$ cat src/rtl/qsn_shift_scheduler_if.sv
// Block stream between the message-memory read path, the QSN scheduler and the check-node units.
// The scheduler connects through the slave modport, and its environment connects through master.
interface qsn_shift_scheduler_if #(
  parameter int unsigned LIFTING_FACTOR = 4,
  parameter int unsigned SHIFT_WIDTH    = 2,
  parameter int unsigned IDX_WIDTH      = 3
);
  logic                      in_valid;
  logic                      in_ready;
  logic [LIFTING_FACTOR-1:0] in_data;
  logic                      out_valid;
  logic                      out_ready;
  logic [LIFTING_FACTOR-1:0] out_data;
  logic [SHIFT_WIDTH-1:0]    out_shift;
  logic [IDX_WIDTH-1:0]      out_idx;
  logic                      out_last;

  modport master (
    output in_valid, in_data, out_ready,
    input  in_ready, out_valid, out_data, out_shift, out_idx, out_last
  );

  modport slave (
    input  in_valid, in_data, out_ready,
    output in_ready, out_valid, out_data, out_shift, out_idx, out_last
  );
endinterface

$ cat src/rtl/qsn_shift_scheduler.sv
// Quasi-cyclic shift scheduler. It rotates each Z-bit block by the programmed circulant shift
// and walks the shift table for num_iter passes, using a registered valid/ready output.
module qsn_shift_scheduler #(
  parameter int unsigned LIFTING_FACTOR = 4,
  parameter int unsigned SHIFT_WIDTH    = 2,
  parameter int unsigned TABLE_DEPTH    = 8,
  parameter int unsigned IDX_WIDTH      = 3,
  parameter int unsigned ITER_WIDTH     = 4
) (
  input  logic                   clk,
  input  logic                   rst_n,
  input  logic                   cfg_we,
  input  logic [IDX_WIDTH-1:0]   cfg_addr,
  input  logic [SHIFT_WIDTH-1:0] cfg_shift,
  input  logic [IDX_WIDTH:0]     cfg_len,
  input  logic [ITER_WIDTH-1:0]  num_iter,
  input  logic                   start,
  output logic                   busy,
  output logic                   done,
  qsn_shift_scheduler_if.slave   bus
);

  typedef enum logic [1:0] {StIdle, StRun, StFlush} state_e;

  localparam logic [IDX_WIDTH:0]    MaxLen  = (IDX_WIDTH+1)'(TABLE_DEPTH);
  localparam logic [IDX_WIDTH:0]    LenOne  = (IDX_WIDTH+1)'(1);
  localparam logic [IDX_WIDTH-1:0]  IdxOne  = IDX_WIDTH'(1);
  localparam logic [ITER_WIDTH-1:0] IterOne = ITER_WIDTH'(1);

  state_e                    state_q, state_d;
  logic [SHIFT_WIDTH-1:0]    shift_tab_q [TABLE_DEPTH];
  logic [IDX_WIDTH:0]        len_q, len_d;
  logic [ITER_WIDTH-1:0]     iter_max_q, iter_max_d;
  logic [IDX_WIDTH-1:0]      idx_q, idx_d;
  logic [ITER_WIDTH-1:0]     iter_q, iter_d;
  logic                      busy_q, busy_d;
  logic                      done_q, done_d;
  logic                      out_valid_q, out_valid_d;
  logic [LIFTING_FACTOR-1:0] out_data_q, out_data_d;
  logic [SHIFT_WIDTH-1:0]    out_shift_q, out_shift_d;
  logic [IDX_WIDTH-1:0]      out_idx_q, out_idx_d;
  logic                      out_last_q, out_last_d;

  logic                      in_ready;
  logic                      xfer;
  logic                      cfg_ok;
  logic                      idx_end;
  logic                      iter_end;
  logic [IDX_WIDTH:0]        len_clamped;
  logic [SHIFT_WIDTH-1:0]    cur_shift;
  logic [SHIFT_WIDTH-1:0]    sel;
  logic [LIFTING_FACTOR-1:0] rot;

  assign cur_shift   = shift_tab_q[idx_q];
  assign cfg_ok      = (cfg_len != '0) && (num_iter != '0);
  assign len_clamped = (cfg_len > MaxLen) ? MaxLen : cfg_len;
  assign idx_end     = ({1'b0, idx_q} == (len_q - LenOne));
  assign iter_end    = (iter_q == (iter_max_q - IterOne));

  // Z is a power of two, so the SHIFT_WIDTH-bit sum wraps exactly mod Z.
  always_comb begin
    rot = '0;
    sel = '0;
    for (int i = 0; i < int'(LIFTING_FACTOR); i++) begin
      sel    = SHIFT_WIDTH'(i) + cur_shift;
      rot[i] = bus.in_data[sel];
    end
  end

  // State register
  always_ff @(posedge clk or negedge rst_n) begin
    if (!rst_n) begin
      state_q <= StIdle;
    end else begin
      state_q <= state_d;
    end
  end

  // Next-state logic
  always_comb begin
    state_d = state_q;
    unique case (state_q)
      StIdle:  if (start && cfg_ok) state_d = StRun;
      StRun:   if (xfer && idx_end && iter_end) state_d = StFlush;
      StFlush: if (out_valid_q && bus.out_ready) state_d = StIdle;
      default: state_d = StIdle;
    endcase
  end

  // Output logic
  always_comb begin
    in_ready = (state_q == StRun) && (!out_valid_q || bus.out_ready);
    xfer     = bus.in_valid && in_ready;
  end

  always_comb begin
    len_d       = len_q;
    iter_max_d  = iter_max_q;
    idx_d       = idx_q;
    iter_d      = iter_q;
    busy_d      = busy_q;
    done_d      = 1'b0;
    out_valid_d = out_valid_q;
    out_data_d  = out_data_q;
    out_shift_d = out_shift_q;
    out_idx_d   = out_idx_q;
    out_last_d  = out_last_q;
    case (state_q)
      StIdle: begin
        if (start) begin
          if (cfg_ok) begin
            len_d      = len_clamped;
            iter_max_d = num_iter;
            idx_d      = '0;
            iter_d     = '0;
            busy_d     = 1'b1;
          end else begin
            done_d = 1'b1;
          end
        end
      end
      StRun: begin
        if (xfer) begin
          // A new block overwrites the one being handed off in the same cycle.
          out_valid_d = 1'b1;
          out_data_d  = rot;
          out_shift_d = cur_shift;
          out_idx_d   = idx_q;
          out_last_d  = idx_end && iter_end;
          if (idx_end) begin
            idx_d  = '0;
            iter_d = iter_q + IterOne;
          end else begin
            idx_d = idx_q + IdxOne;
          end
        end else if (bus.out_ready) begin
          out_valid_d = 1'b0;
        end
      end
      StFlush: begin
        if (out_valid_q && bus.out_ready) begin
          out_valid_d = 1'b0;
          out_last_d  = 1'b0;
          done_d      = 1'b1;
          busy_d      = 1'b0;
        end
      end
      default: ;
    endcase
  end

  always_ff @(posedge clk or negedge rst_n) begin
    if (!rst_n) begin
      for (int i = 0; i < int'(TABLE_DEPTH); i++) begin
        shift_tab_q[i] <= '0;
      end
      len_q       <= '0;
      iter_max_q  <= '0;
      idx_q       <= '0;
      iter_q      <= '0;
      busy_q      <= 1'b0;
      done_q      <= 1'b0;
      out_valid_q <= 1'b0;
      out_data_q  <= '0;
      out_shift_q <= '0;
      out_idx_q   <= '0;
      out_last_q  <= 1'b0;
    end else begin
      if (cfg_we && (state_q == StIdle)) begin
        shift_tab_q[cfg_addr] <= cfg_shift;
      end
      len_q       <= len_d;
      iter_max_q  <= iter_max_d;
      idx_q       <= idx_d;
      iter_q      <= iter_d;
      busy_q      <= busy_d;
      done_q      <= done_d;
      out_valid_q <= out_valid_d;
      out_data_q  <= out_data_d;
      out_shift_q <= out_shift_d;
      out_idx_q   <= out_idx_d;
      out_last_q  <= out_last_d;
    end
  end

  assign busy          = busy_q;
  assign done          = done_q;
  assign bus.in_ready  = in_ready;
  assign bus.out_valid = out_valid_q;
  assign bus.out_data  = out_data_q;
  assign bus.out_shift = out_shift_q;
  assign bus.out_idx   = out_idx_q;
  assign bus.out_last  = out_last_q;

endmodule

$ cat src/flat_wrapper.sv
// flat-port wrapper written by rule: the top's interface ports become plain ports
module qsn_shift_scheduler_flat 
#(
  parameter int unsigned LIFTING_FACTOR = 4,
  parameter int unsigned SHIFT_WIDTH    = 2,
  parameter int unsigned TABLE_DEPTH    = 8,
  parameter int unsigned IDX_WIDTH      = 3,
  parameter int unsigned ITER_WIDTH     = 4
)
  (clk, rst_n, cfg_we, cfg_addr, cfg_shift, cfg_len, num_iter, start, busy, done, bus_in_valid, bus_in_data, bus_out_ready, bus_in_ready, bus_out_valid, bus_out_data, bus_out_shift, bus_out_idx, bus_out_last);
  qsn_shift_scheduler_if #(.LIFTING_FACTOR(LIFTING_FACTOR), .SHIFT_WIDTH(SHIFT_WIDTH), .IDX_WIDTH(IDX_WIDTH)) bus_i ();
  input  logic clk;
  input  logic rst_n;
  input  logic cfg_we;
  input  logic [IDX_WIDTH-1:0] cfg_addr;
  input  logic [SHIFT_WIDTH-1:0] cfg_shift;
  input  logic [IDX_WIDTH:0] cfg_len;
  input  logic [ITER_WIDTH-1:0] num_iter;
  input  logic start;
  output logic busy;
  output logic done;
  input wire logic [$bits(bus_i.in_valid)-1:0] bus_in_valid;
  input wire logic [$bits(bus_i.in_data)-1:0] bus_in_data;
  input wire logic [$bits(bus_i.out_ready)-1:0] bus_out_ready;
  output wire logic [$bits(bus_i.in_ready)-1:0] bus_in_ready;
  output wire logic [$bits(bus_i.out_valid)-1:0] bus_out_valid;
  output wire logic [$bits(bus_i.out_data)-1:0] bus_out_data;
  output wire logic [$bits(bus_i.out_shift)-1:0] bus_out_shift;
  output wire logic [$bits(bus_i.out_idx)-1:0] bus_out_idx;
  output wire logic [$bits(bus_i.out_last)-1:0] bus_out_last;
  assign bus_i.in_valid = bus_in_valid;
  assign bus_i.in_data = bus_in_data;
  assign bus_i.out_ready = bus_out_ready;
  assign bus_in_ready = bus_i.in_ready;
  assign bus_out_valid = bus_i.out_valid;
  assign bus_out_data = bus_i.out_data;
  assign bus_out_shift = bus_i.out_shift;
  assign bus_out_idx = bus_i.out_idx;
  assign bus_out_last = bus_i.out_last;
  qsn_shift_scheduler #(.LIFTING_FACTOR(LIFTING_FACTOR), .SHIFT_WIDTH(SHIFT_WIDTH), .TABLE_DEPTH(TABLE_DEPTH), .IDX_WIDTH(IDX_WIDTH), .ITER_WIDTH(ITER_WIDTH)) u_core (.clk(clk), .rst_n(rst_n), .cfg_we(cfg_we), .cfg_addr(cfg_addr), .cfg_shift(cfg_shift), .cfg_len(cfg_len), .num_iter(num_iter), .start(start), .busy(busy), .done(done), .bus(bus_i));
endmodule
$ cat config.mk
export PLATFORM = sky130hd
export DESIGN_NAME = qsn_shift_scheduler_flat
export DESIGN_NICKNAME = d
export VERILOG_FILES = /design/src/rtl/qsn_shift_scheduler_if.sv /design/src/rtl/qsn_shift_scheduler.sv /design/src/flat_wrapper.sv
export SDC_FILE = /design/constraint.sdc
export NUM_CORES = 1
export LEC_CHECK = 0
export ABC_AREA = 1
export CORE_ASPECT_RATIO = 1.75
export CORE_MARGIN = 4
export CORE_UTILIZATION = 55
export DETAILED_ROUTE_END_ITERATION = 8
export GPL_ROUTABILITY_DRIVEN = 0
export PLACE_DENSITY = 0.8
export SLEW_MARGIN = 20
export SYNTH_ARGS = -nofsm -noshare
export SYNTH_HDL_FRONTEND = slang
export SYNTH_SLANG_ARGS = --single-unit
$ cat constraint.sdc
create_clock -name clk -period 4.1 [get_ports clk]
set_clock_uncertainty 0.05 [all_clocks]
set_input_delay 0.82 -clock clk [delete_from_list [all_inputs] [get_ports clk]]
set_output_delay 0.82 -clock clk [all_outputs]
set_load 0.02 [all_outputs]
Word-level counts from Yosys, hierarchy flattened
Index checks and enable logic that the tools add are counted.
Word-level totals
  bits in registers: 46
  bits of input ports: 23
  output and inout bits: 14
  logic and storage cells: 117
Cells by class
  multiplexer cells: 42
  equal/unequal tests: 12
  reduce and logical (&&, ||, !) cells: 26
  $lt $le $gt $ge: 8
  bitwise gates (word level): 2
  $add $sub $neg: 7
Operator list (number)
  $mux 4: 5
  $bwmux 16: 1
  $mux 1: 13
  $lt 2x3->1 const B: 4
  $mux 2: 6
  $mux 3: 4
  $ne 2x1->1 const B: 6
  $reduce_and 3->1: 4
  $logic_and 1x1->1: 10
  $bmux 1 s2: 4
  $ge 4x4->1 const B: 2
  $not 3->4: 2
  $pmux 1 s2: 4
  $pmux 4 s2: 1
  $reduce_and 4->1: 2
  $reduce_bool 4->1: 2
  $sub 4x1->4 const B: 2
  $bmux 2 s3: 1
  $demux 2 s3: 1
  $pmux 2 s3: 1
  $pmux 3 s2: 1
  $reduce_bool 2->1: 3
  $reduce_and 5->1: 1
  $add 2x2->2 const A: 2
  15 further kinds: 15

Depth between registers and ports, before layout
Gate-level depths: netlist of the first run.
  depth in word-level cells: 8
  mapped depth: 13
  mapped depth without buffers: 12

Least setup slack after synthesis of the first run
No wires, ideal clock.
  path kind: input to output
  start: input port bus_out_ready
  end: output port bus_in_ready
  data arrival time: 1.124 ns
  path slack: 2.106 ns
  cell stages on the path: 2
  data required time: 3.230 ns
  path buffers: 0
  path through: inv_1 a21oi_2
Between the ends
  longest elaborated chain between the ends: 2
Ends and longest elaborated chain
  from (decl): line flat_wrapper.sv:24  | input wire logic [$bits(bus_i.out_ready)-1:0] bus_out_ready;
  $logic_or 1x1->1: line qsn_shift_scheduler.sv:92  | in_ready = (state_q == StRun) && (!out_valid_q || bus.out_ready);
  $logic_and 1x1->1: line qsn_shift_scheduler.sv:92
  to (decl): line flat_wrapper.sv:25  | output wire logic [$bits(bus_i.in_ready)-1:0] bus_in_ready;
No other way between the ends.

Worst setup path in the final report of the first run
Same ends and word-level chain as after synthesis.

==> flow_metrics.py, run 1 <==
metrics = {
    "yosys": {
        "async_reset_ff_frac": 1.00,
        "synth_edf_count": 0,
        "syn_avg_cell_area_um2": 7.38,
        "yosysMostFrequentCell": "nand2_1",
        "synth_nets": 382,
        "netlist_area_mm2": 0.00260,
        "yosysWarnings": 0,
        "yosysSeqAreaShare": 0.443,
        "synth.area.top_cells": "dfrtp_1, nand2_1, inv_1",
        "yosys.area.top_type": "dfrtp_1",
        "synth_flop_cell": "dfrtp_1",
        "synth_cells": 352,
        "yosys.area.top_type_share": 0.443,
        "synthDistinctLibCells": 28,
        "synth_common_cells": "nand2_1, inv_1, dfrtp_1",
        "ys_seq_elements": 46,
    },
    "clock_network": {
        "root_buffer": "clkbuf_8",
        "post_cts_buffers": 0,
        "htreeDepth": 2,
        "numCtsBuffers": 5,
        "cts_tree": "built",
        "clk_latency_ns": 0.30,
        "cts_resized": 0,
        "clk_pin_slew_ns": 0.08,
        "cts.sinks": 46,
        "hold_buffers": 0,
        "cts_max_path_buffers": 2,
    },
    "finish": {
        "nets": 420,
        "drive_above_1_share": 0.0716,
        "finalNonFillerCells": 442,
        "antenna_cells": 0,
        "area_growth_pct": 20.0,
    },
    "timing": {
        "slew_viol_final": 0,
        "relSlewSlack": 0.610,
        "fin_crit_sh": 0.747,
        "fin_tns_setup_ns": 0,
        "fmax_mhz": 327,
        "rsz0062_at_grt": "false",
        "post-route-min-period_ns": 3.06,
        "fin_hold_ws_ns": 0.439,
        "tightest_slew_ns": 0.584,
        "finalSetupViolCount": 0,
        "hold_viol": 0,
    },
    "setup_path": {
        "crit_required_ns": 3.23,
        "cp-start-kind": "input port",
        "end_kind": "output port",
        "path_max_fanout": 5,
        "crit_type": "input port to output port",
        "cp.arrival_ns": 2.19,
    },
    "floorplanning": {
        "die_area_mm2": 0.00593,
        "ioPinCount": 37,
        "dieWidth_um": 60.0,
        "core_mm2": 0.00448,
        "std_cell_rows": 32,
        "die_y_um": 98.9,
        "start_util": 0.580,
    },
    "power": {
        "pwr_density_cell_mw_per_mm2": 734,
        "peakVddDrop_uv": 544,
        "p_int_uw": 1320,
        "p_sw_frac": 0.424,
        "combPwrFrac": 0.485,
        "power_switching_uw": 972,
        "finalPower_uw": 2290,
        "clkPwrFrac": 0.175,
        "leakage_uw": 0.00159,
        "seqPwrFrac": 0.340,
    },
    "drt": {
        "post_drt_wl_per_cell_um": 12.3,
        "via_count": 2253,
        "drt_iter0_markers": 54,
        "vias_per_cell": 5.10,
        "antenna_left": 0,
        "firstDrtPassIters": 4,
        "wirelength_um": 5420,
        "drc": 0,
    },
    "grt": {
        "grt_use_total": 0.199,
        "antenna_found_initial": 0,
        "grt.overflow.total": 0,
        "grt_pass1_vias": 2174,
        "grt_pass1_wl_um": 9250,
        "grt_max_degree": 47,
    },
    "place": {
        "io_buffers": 36,
        "post-dp-hpwl_um": 4090,
        "dpl.cell_count": 434,
    },
    "hold_path": {
        "worst_hold_path_type": "flop to flop",
    },
    "status": {
        "outcome": "completed",
    },
    "job": {
        "max_cap_viol_count": 0,
    },
}
==> cell type report <==
class	instances	area (um2)
Clock buffer	5	68.8
Clock inverter	3	68.8
Fill cell	388	1370
Inverter	51	194
Multi-Input combinational cell	250	1210
Sequential cell	46	1150
Tap cell	51	63.8
Timing Repair Buffer	36	358
==> critical path: stages <==
cell,delay (ns)
clkdlybuf4s50_1,0.54
inv_1,0.07
a21oi_2,0.15
clkdlybuf4s50_1,0.62
==> path summary, 6_finish.rpt <==
check                                      start               endpoint  slack (ns)  cells past startpoint
min in group asynchronous                  rst_n   u_core.iter_max_q[1]        0.45                      1
max reg2reg                    u_core.state_q[1]       u_core.iter_q[3]        1.94                     11
min reg2reg                u_core.shift_tab_q[6]  u_core.shift_tab_q[6]        0.44                      2
max                                bus_out_ready           bus_in_ready        1.04                      4
max in group asynchronous                  rst_n  u_core.shift_tab_q[6]        3.13                      1
min                        u_core.shift_tab_q[6]  u_core.shift_tab_q[6]        0.44                      2
==> cell families (layout without fill, tap and decap cells) <==
family	Yosys count	after routing	share of synthesized area
buf+inv	56	95	0.0896
fa+ha+maj	7	7	0.0337
simple gates	186	186	0.305
compound gates	47	47	0.0953
xor+xnor	10	10	0.0337
flops	46	46	0.443
==> routing by layer <==
| layer | wire, um | up-vias | track usage |
|---|---|---|---|
| met3 | 203 | 10 | 0.0315 |
| li1 | - | 1173 | - |
| met2 | 2920 | 40 | 0.356 |
| met4 | 114 | 0 | 0.0768 |
| met1 | 2180 | 1030 | 0.225 |
| met5 | 0 | - | 0 |
==> power groups by stage <==
stage | clock [uW] | sequential, uW | combinational [uW]
finish | 401 | 778 | 1110
global route | 426 | 803 | 1270
CTS | 409 | 777 | 1120
detailed placement | 0 | 785 | 1110
global placement | 0 | 780 | 1080
floorplan | 0 | 804 | 788
==> registers in the layout, summed over array words and instances (netlist names) <==
name                  count
u_core.bus.out_data       4
u_core.bus.out_idx        3
u_core.bus.out_last       1
u_core.bus.out_shift      2
u_core.bus.out_valid      1
u_core.busy               1
u_core.done               1
u_core.idx_q              3
u_core.iter_max_q         4
u_core.iter_q             4
u_core.len_q              4
u_core.shift_tab_q       16
u_core.state_q            2
==> placed cells by master (no fill, tap or decap) <==
cell type	instances
nor2_1	16
dfrtp_1	46
buf_4	1
a21oi_1	1
a21oi_2	1
o21ai_0	32
o21ai_1	9
nand2_1	127
inv_4	1
nand2_2	7
nand3_1	23
nand3b_1	3
bufinv_16	2
or2_2	1
clkdlybuf4s50_1	35
o22ai_1	2
xor2_1	5
and3_1	1
inv_1	48
clkbuf_8	5
o21ai_2	1
nand4_1	2
nand3_2	3
ha_1	7
clkinv_4	1
o21a_1	1
xnor2_1	5
inv_2	2
nor2_2	3
==> stage by stage <==
stage               setup WS (ns)  utilization  area, um2
finish                       1.04        0.696       3120
global route                0.974        0.696       3120
CTS                          1.03        0.695       3120
detailed placement           1.04        0.664       2980
global placement             1.05        0.664       2980
floorplan                    2.11            -       2600
No activity file was read; power rests on OpenSTA's default activity.
==> run 2, diff against run 1 <==
Settings changed: CORE_UTILIZATION 55 to 54, PLACE_DENSITY 0.8 to 0.79.
Clock period 4.1 ns to 3.04 ns, I/O delays scaled along.
==> run 2 against run 1 <==
Clock power is 13% higher. Design area is 0.72% lower. Power grew 31%. Sequential power is 35% higher. Non-clock buffer count did not move. Register-to-register slack got worse by 0.99 ns. First-iteration DRC count increased by 80%. Highest routed layer unchanged.
==> flow_metrics.py, run 2 (same netlist as run 1, synthesis figures left out) <==
metrics = {
    "floorplanning": {
        "dieWidth_um": 60.4,
        "ioPinCount": 37,
        "start_util": 0.557,
        "die_y_um": 99.8,
        "die_area_mm2": 0.00603,
        "core_mm2": 0.00467,
        "std_cell_rows": 33,
    },
    "drt": {
        "antenna_left": 0,
        "drc": 0,
        "wirelength_um": 5370,
        "vias_per_cell": 5.09,
        "drt_iter0_markers": 97,
        "via_count": 2256,
        "post_drt_wl_per_cell_um": 12.1,
        "firstDrtPassIters": 4,
    },
    "clock_network": {
        "root_buffer": "clkbuf_8",
        "cts_resized": 0,
        "clk_pin_slew_ns": 0.09,
        "hold_buffers": 0,
        "numCtsBuffers": 5,
        "post_cts_buffers": 0,
        "cts_max_path_buffers": 2,
        "htreeDepth": 2,
        "cts.sinks": 46,
        "cts_tree": "built",
        "clk_latency_ns": 0.30,
    },
    "place": {
        "io_buffers": 36,
        "dpl.cell_count": 435,
        "post-dp-hpwl_um": 4110,
    },
    "power": {
        "seqPwrFrac": 0.350,
        "power_switching_uw": 1300,
        "peakVddDrop_uv": 676,
        "p_int_uw": 1690,
        "p_sw_frac": 0.433,
        "finalPower_uw": 2990,
        "pwr_density_cell_mw_per_mm2": 965,
        "clkPwrFrac": 0.152,
        "leakage_uw": 0.00157,
        "combPwrFrac": 0.497,
    },
    "timing": {
        "hold_viol": 0,
        "slew_viol_final": 0,
        "fin_tns_setup_ns": 0,
        "rsz0062_at_grt": "false",
        "post-route-min-period_ns": 2.67,
        "finalSetupViolCount": 0,
        "fin_hold_ws_ns": 0.244,
        "relSlewSlack": 0.621,
        "fin_crit_sh": 0.877,
        "tightest_slew_ns": 0.569,
        "fmax_mhz": 375,
    },
    "setup_path": {
        "cp-start-kind": "flop",
        "end_kind": "output port",
        "path_max_fanout": 9,
        "crit_type": "flop to output port",
        "cp.arrival_ns": 2.01,
        "crit_required_ns": 2.38,
    },
    "grt": {
        "grt_max_degree": 47,
        "antenna_found_initial": 0,
        "grt_pass1_vias": 2269,
        "grt.overflow.total": 0,
        "grt_use_total": 0.204,
        "grt_pass1_wl_um": 9470,
    },
    "finish": {
        "drive_above_1_share": 0.0716,
        "layout_commonest_cell": "nand2_1",
        "fill_cells": 415,
        "area_growth_pct": 19.2,
        "nets": 420,
        "finalNonFillerCells": 443,
        "antenna_cells": 0,
        "largest_register": "u_core.shift_tab_q",
        "largest_register_ffs": 16,
        "layout_common_cells": "nand2_1, inv_1, dfrtp_1, clkdlybuf4s50_1, o21ai_0",
    },
    "status": {
        "outcome": "completed",
    },
    "hold_path": {
        "worst_hold_path_type": "input port to async pin",
    },
    "job": {
        "max_cap_viol_count": 0,
    },
}
run 2: changes by cell type in the layout (fill, tap and decap cells not counted), sizes merged:
cell,delta
bufinv,-1
clkinv,-1
clkinvlp,+2
run 2: area by class of cell:
| class | count | area (um2) | share of cell area |
|---|---|---|---|
| Clock buffer | 5 | 68.8 | 0.0222 |
| Multi-Input combinational cell | 250 | 1210 | 0.392 |
| Inverter | 51 | 194 | 0.0626 |
| Sequential cell | 46 | 1150 | 0.372 |
| Timing Repair Buffer | 36 | 358 | 0.116 |
| Clock inverter | 3 | 45.0 | 0.0145 |
| Tap cell | 52 | 65.1 | 0.0210 |
run 2: power by group through the flow:
stage          registers [uW]  logic (uW)  clock network, uW
3_5_place_dp             1060        1490                  0
2_1_floorplan            1080        1060                  0
3_3_place_gp             1050        1450                  0
5_1_grt                  1080        1740                492
6_report                 1050        1490                455
4_1_cts                  1050        1500                470
run 2: through the flow:
| stage | util | setup slack (ns) | instance area [um2] |
|---|---|---|---|
| detailed placement | 0.639 | 0.407 | 2980 |
| finish | 0.664 | 0.374 | 3100 |
| global route | 0.664 | 0.230 | 3100 |
| CTS | 0.663 | 0.350 | 3090 |
| global placement | 0.639 | 0.419 | 2980 |
| floorplan | - | 1.24 | 2600 |
run 2: final timing paths:
kind,startpoint,endpoint,slack (ns),depth (start not counted)
max,u_core.state_q[1],bus_in_ready,0.37,5
min,rst_n,u_core.iter_max_q[1],0.24,1
max reg2reg,u_core.state_q[1],u_core.iter_q[0],0.95,11
min reg2reg,u_core.shift_tab_q[3],u_core.shift_tab_q[3],0.44,2
max in group asynchronous,rst_n,u_core.bus.out_data[0],2.30,1
min in group clk,u_core.shift_tab_q[3],u_core.shift_tab_q[3],0.44,2
run 2: metal layers:
layer,vias up,GRT usage,share of wire
met5,-,0,0
met4,0,0.0768,0.023
met3,10,0.0335,0.030
met2,30,0.383,0.55
met1,1041,0.215,0.39
li1,1175,-,-
run 2: critical path, stage by stage (launching register included):
cell,delay [ns]
dfrtp_1,0.40
inv_1,0.08
ha_1,0.37
inv_2,0.09
a21oi_2,0.14
clkdlybuf4s50_1,0.62
==> run 3, diff against run 2 <==
Settings changed: CORE_UTILIZATION 54 to 55, PLACE_DENSITY 0.79 to 0.8.
Clock period 3.04 ns to 3.5 ns, I/O delays scaled along.
==> run 3 against run 2 <==
Combinational power fell by 14%. Design area fell by 0.20%. Clock-buffer cell count did not move. Largest cell class unchanged. Largest power group unchanged.
==> flow_metrics.py, run 3 (same netlist as run 1, synthesis figures left out) <==
metrics = {
    "timing": {
        "fin_tns_setup_ns": 0,
        "slew_viol_final": 0,
        "relSlewSlack": 0.619,
        "fin_hold_ws_ns": 0.339,
        "rsz0062_at_grt": "false",
        "finalSetupViolCount": 0,
        "hold_viol": 0,
        "tightest_slew_ns": 0.571,
        "fmax_mhz": 351,
        "post-route-min-period_ns": 2.85,
        "fin_ws_ns": 0.653,
        "fin_crit_sh": 0.814,
    },
    "setup_path": {
        "crit_type": "input port to output port",
        "cp.arrival_ns": 2.10,
        "cp-start-kind": "input port",
        "path_max_fanout": 5,
        "worstSetupStartpoint": "bus_out_ready",
        "rrSetupSlack_ns": 1.39,
        "r2r-start": "u_core.state_q[1]",
        "end_kind": "output port",
        "r2r-end": "u_core.iter_q[3]",
        "r2r_cells": 11,
        "crit_required_ns": 2.75,
    },
    "job": {
        "max_cap_viol_count": 0,
    },
    "finish": {
        "layout_common_cells": "nand2_1, inv_1, dfrtp_1, clkdlybuf4s50_1, o21ai_0",
        "area_growth_pct": 18.9,
        "antenna_cells": 0,
        "layout_commonest_cell": "nand2_1",
        "fill_cells": 387,
        "largest_register_ffs": 16,
        "final_util": 0.689,
        "nets": 420,
        "largest_register": "u_core.shift_tab_q",
        "drive_above_1_share": 0.0716,
        "regArea_mm2": 0.00115,
        "multi_input_area_mm2": 0.00121,
    },
    "floorplanning": {
        "start_util": 0.580,
        "die_y_um": 98.9,
        "ioPinCount": 37,
        "dieWidth_um": 60.0,
        "core_mm2": 0.00448,
        "std_cell_rows": 32,
        "die_area_mm2": 0.00593,
    },
    "power": {
        "leakage_uw": 0.00158,
        "finalPower_uw": 2580,
        "pwr_density_cell_mw_per_mm2": 835,
        "peakVddDrop_uv": 604,
    },
    "clock_network": {
        "clk_latency_ns": 0.30,
        "cts_max_path_buffers": 2,
        "post_cts_buffers": 0,
        "root_buffer": "clkbuf_8",
        "numCtsBuffers": 5,
        "clk_pin_slew_ns": 0.09,
        "htreeDepth": 2,
        "cts.sinks": 46,
        "cts_resized": 0,
        "hold_buffers": 0,
        "cts_tree": "built",
    },
    "drt": {
        "via_count": 2194,
        "antenna_left": 0,
        "wirelength_um": 5210,
        "drt_iter0_markers": 56,
        "vias_per_cell": 4.96,
        "firstDrtPassIters": 4,
        "post_drt_wl_per_cell_um": 11.8,
        "drc": 0,
    },
    "place": {
        "place_ws_ns": 0.653,
        "post-dp-hpwl_um": 4080,
        "io_buffers": 36,
    },
    "hold_path": {
        "worst_hold_path_type": "input port to async pin",
    },
    "grt": {
        "grt_use_total": 0.194,
        "grt_max_degree": 47,
        "grt.overflow.total": 0,
        "antenna_found_initial": 0,
        "grt_pass1_vias": 2118,
        "grt_pass1_wl_um": 8960,
    },
    "status": {
        "outcome": "completed",
    },
}
==> run 3: changes by cell type in the layout (fill, tap and decap cells not counted) <==
cell / previous run / this run
clkinv_2: 0 / 2
clkinvlp_4: 2 / 0
==> run 3: how the worst max path moves through the flow <==
| stage | end | slack, ns |
|---|---|---|
| after floorplan | u_core.iter_q[0] | 1.70 |
| after global placement | bus_in_ready | 0.69 |
| after detailed placement | bus_in_ready | 0.65 |
| after CTS | bus_in_ready | 0.65 |
| after global routing | bus_in_ready | 0.56 |
| final | bus_in_ready | 0.65 |
==> run 3: final cells by class <==
class	instances	share of cell area
clock inverters	3	0.0130
flip-flops and latches	46	0.372
multi-input cells	250	0.393
inverters	51	0.0628
well taps	51	0.0206
repair buffers	36	0.116
clock buffers	5	0.0223
==> run 3: metrics by stage <==
stage / cell area, um2 / cells
after floorplan: 2600 / 352
after global placement: 2980 / 434
after detailed placement: 2980 / 434
after CTS: 3090 / 442
after global routing: 3090 / 442
final: 3090 / 442
==> run 3: per-layer routing <==
layer,vias up,share of wire,GRT usage
li1,1173,-,-
met1,982,0.40,0.214
met2,31,0.54,0.355
met3,8,0.035,0.0288
met4,0,0.020,0.0734
met5,-,0,0
==> run 3: power breakdown <==
part | switching (uW) | internal [uW] | leakage (uW)
logic | 772 | 509 | 0.000934
registers | 162 | 749 | 0.000589
clock network | 176 | 210 | 0.0000579
total | 1110 | 1470 | 0.00158
==> run 3: critical path: stages <==
cell and delay (ns):
clkdlybuf4s50_1 0.53, inv_1 0.07, a21oi_2 0.17, clkdlybuf4s50_1 0.63
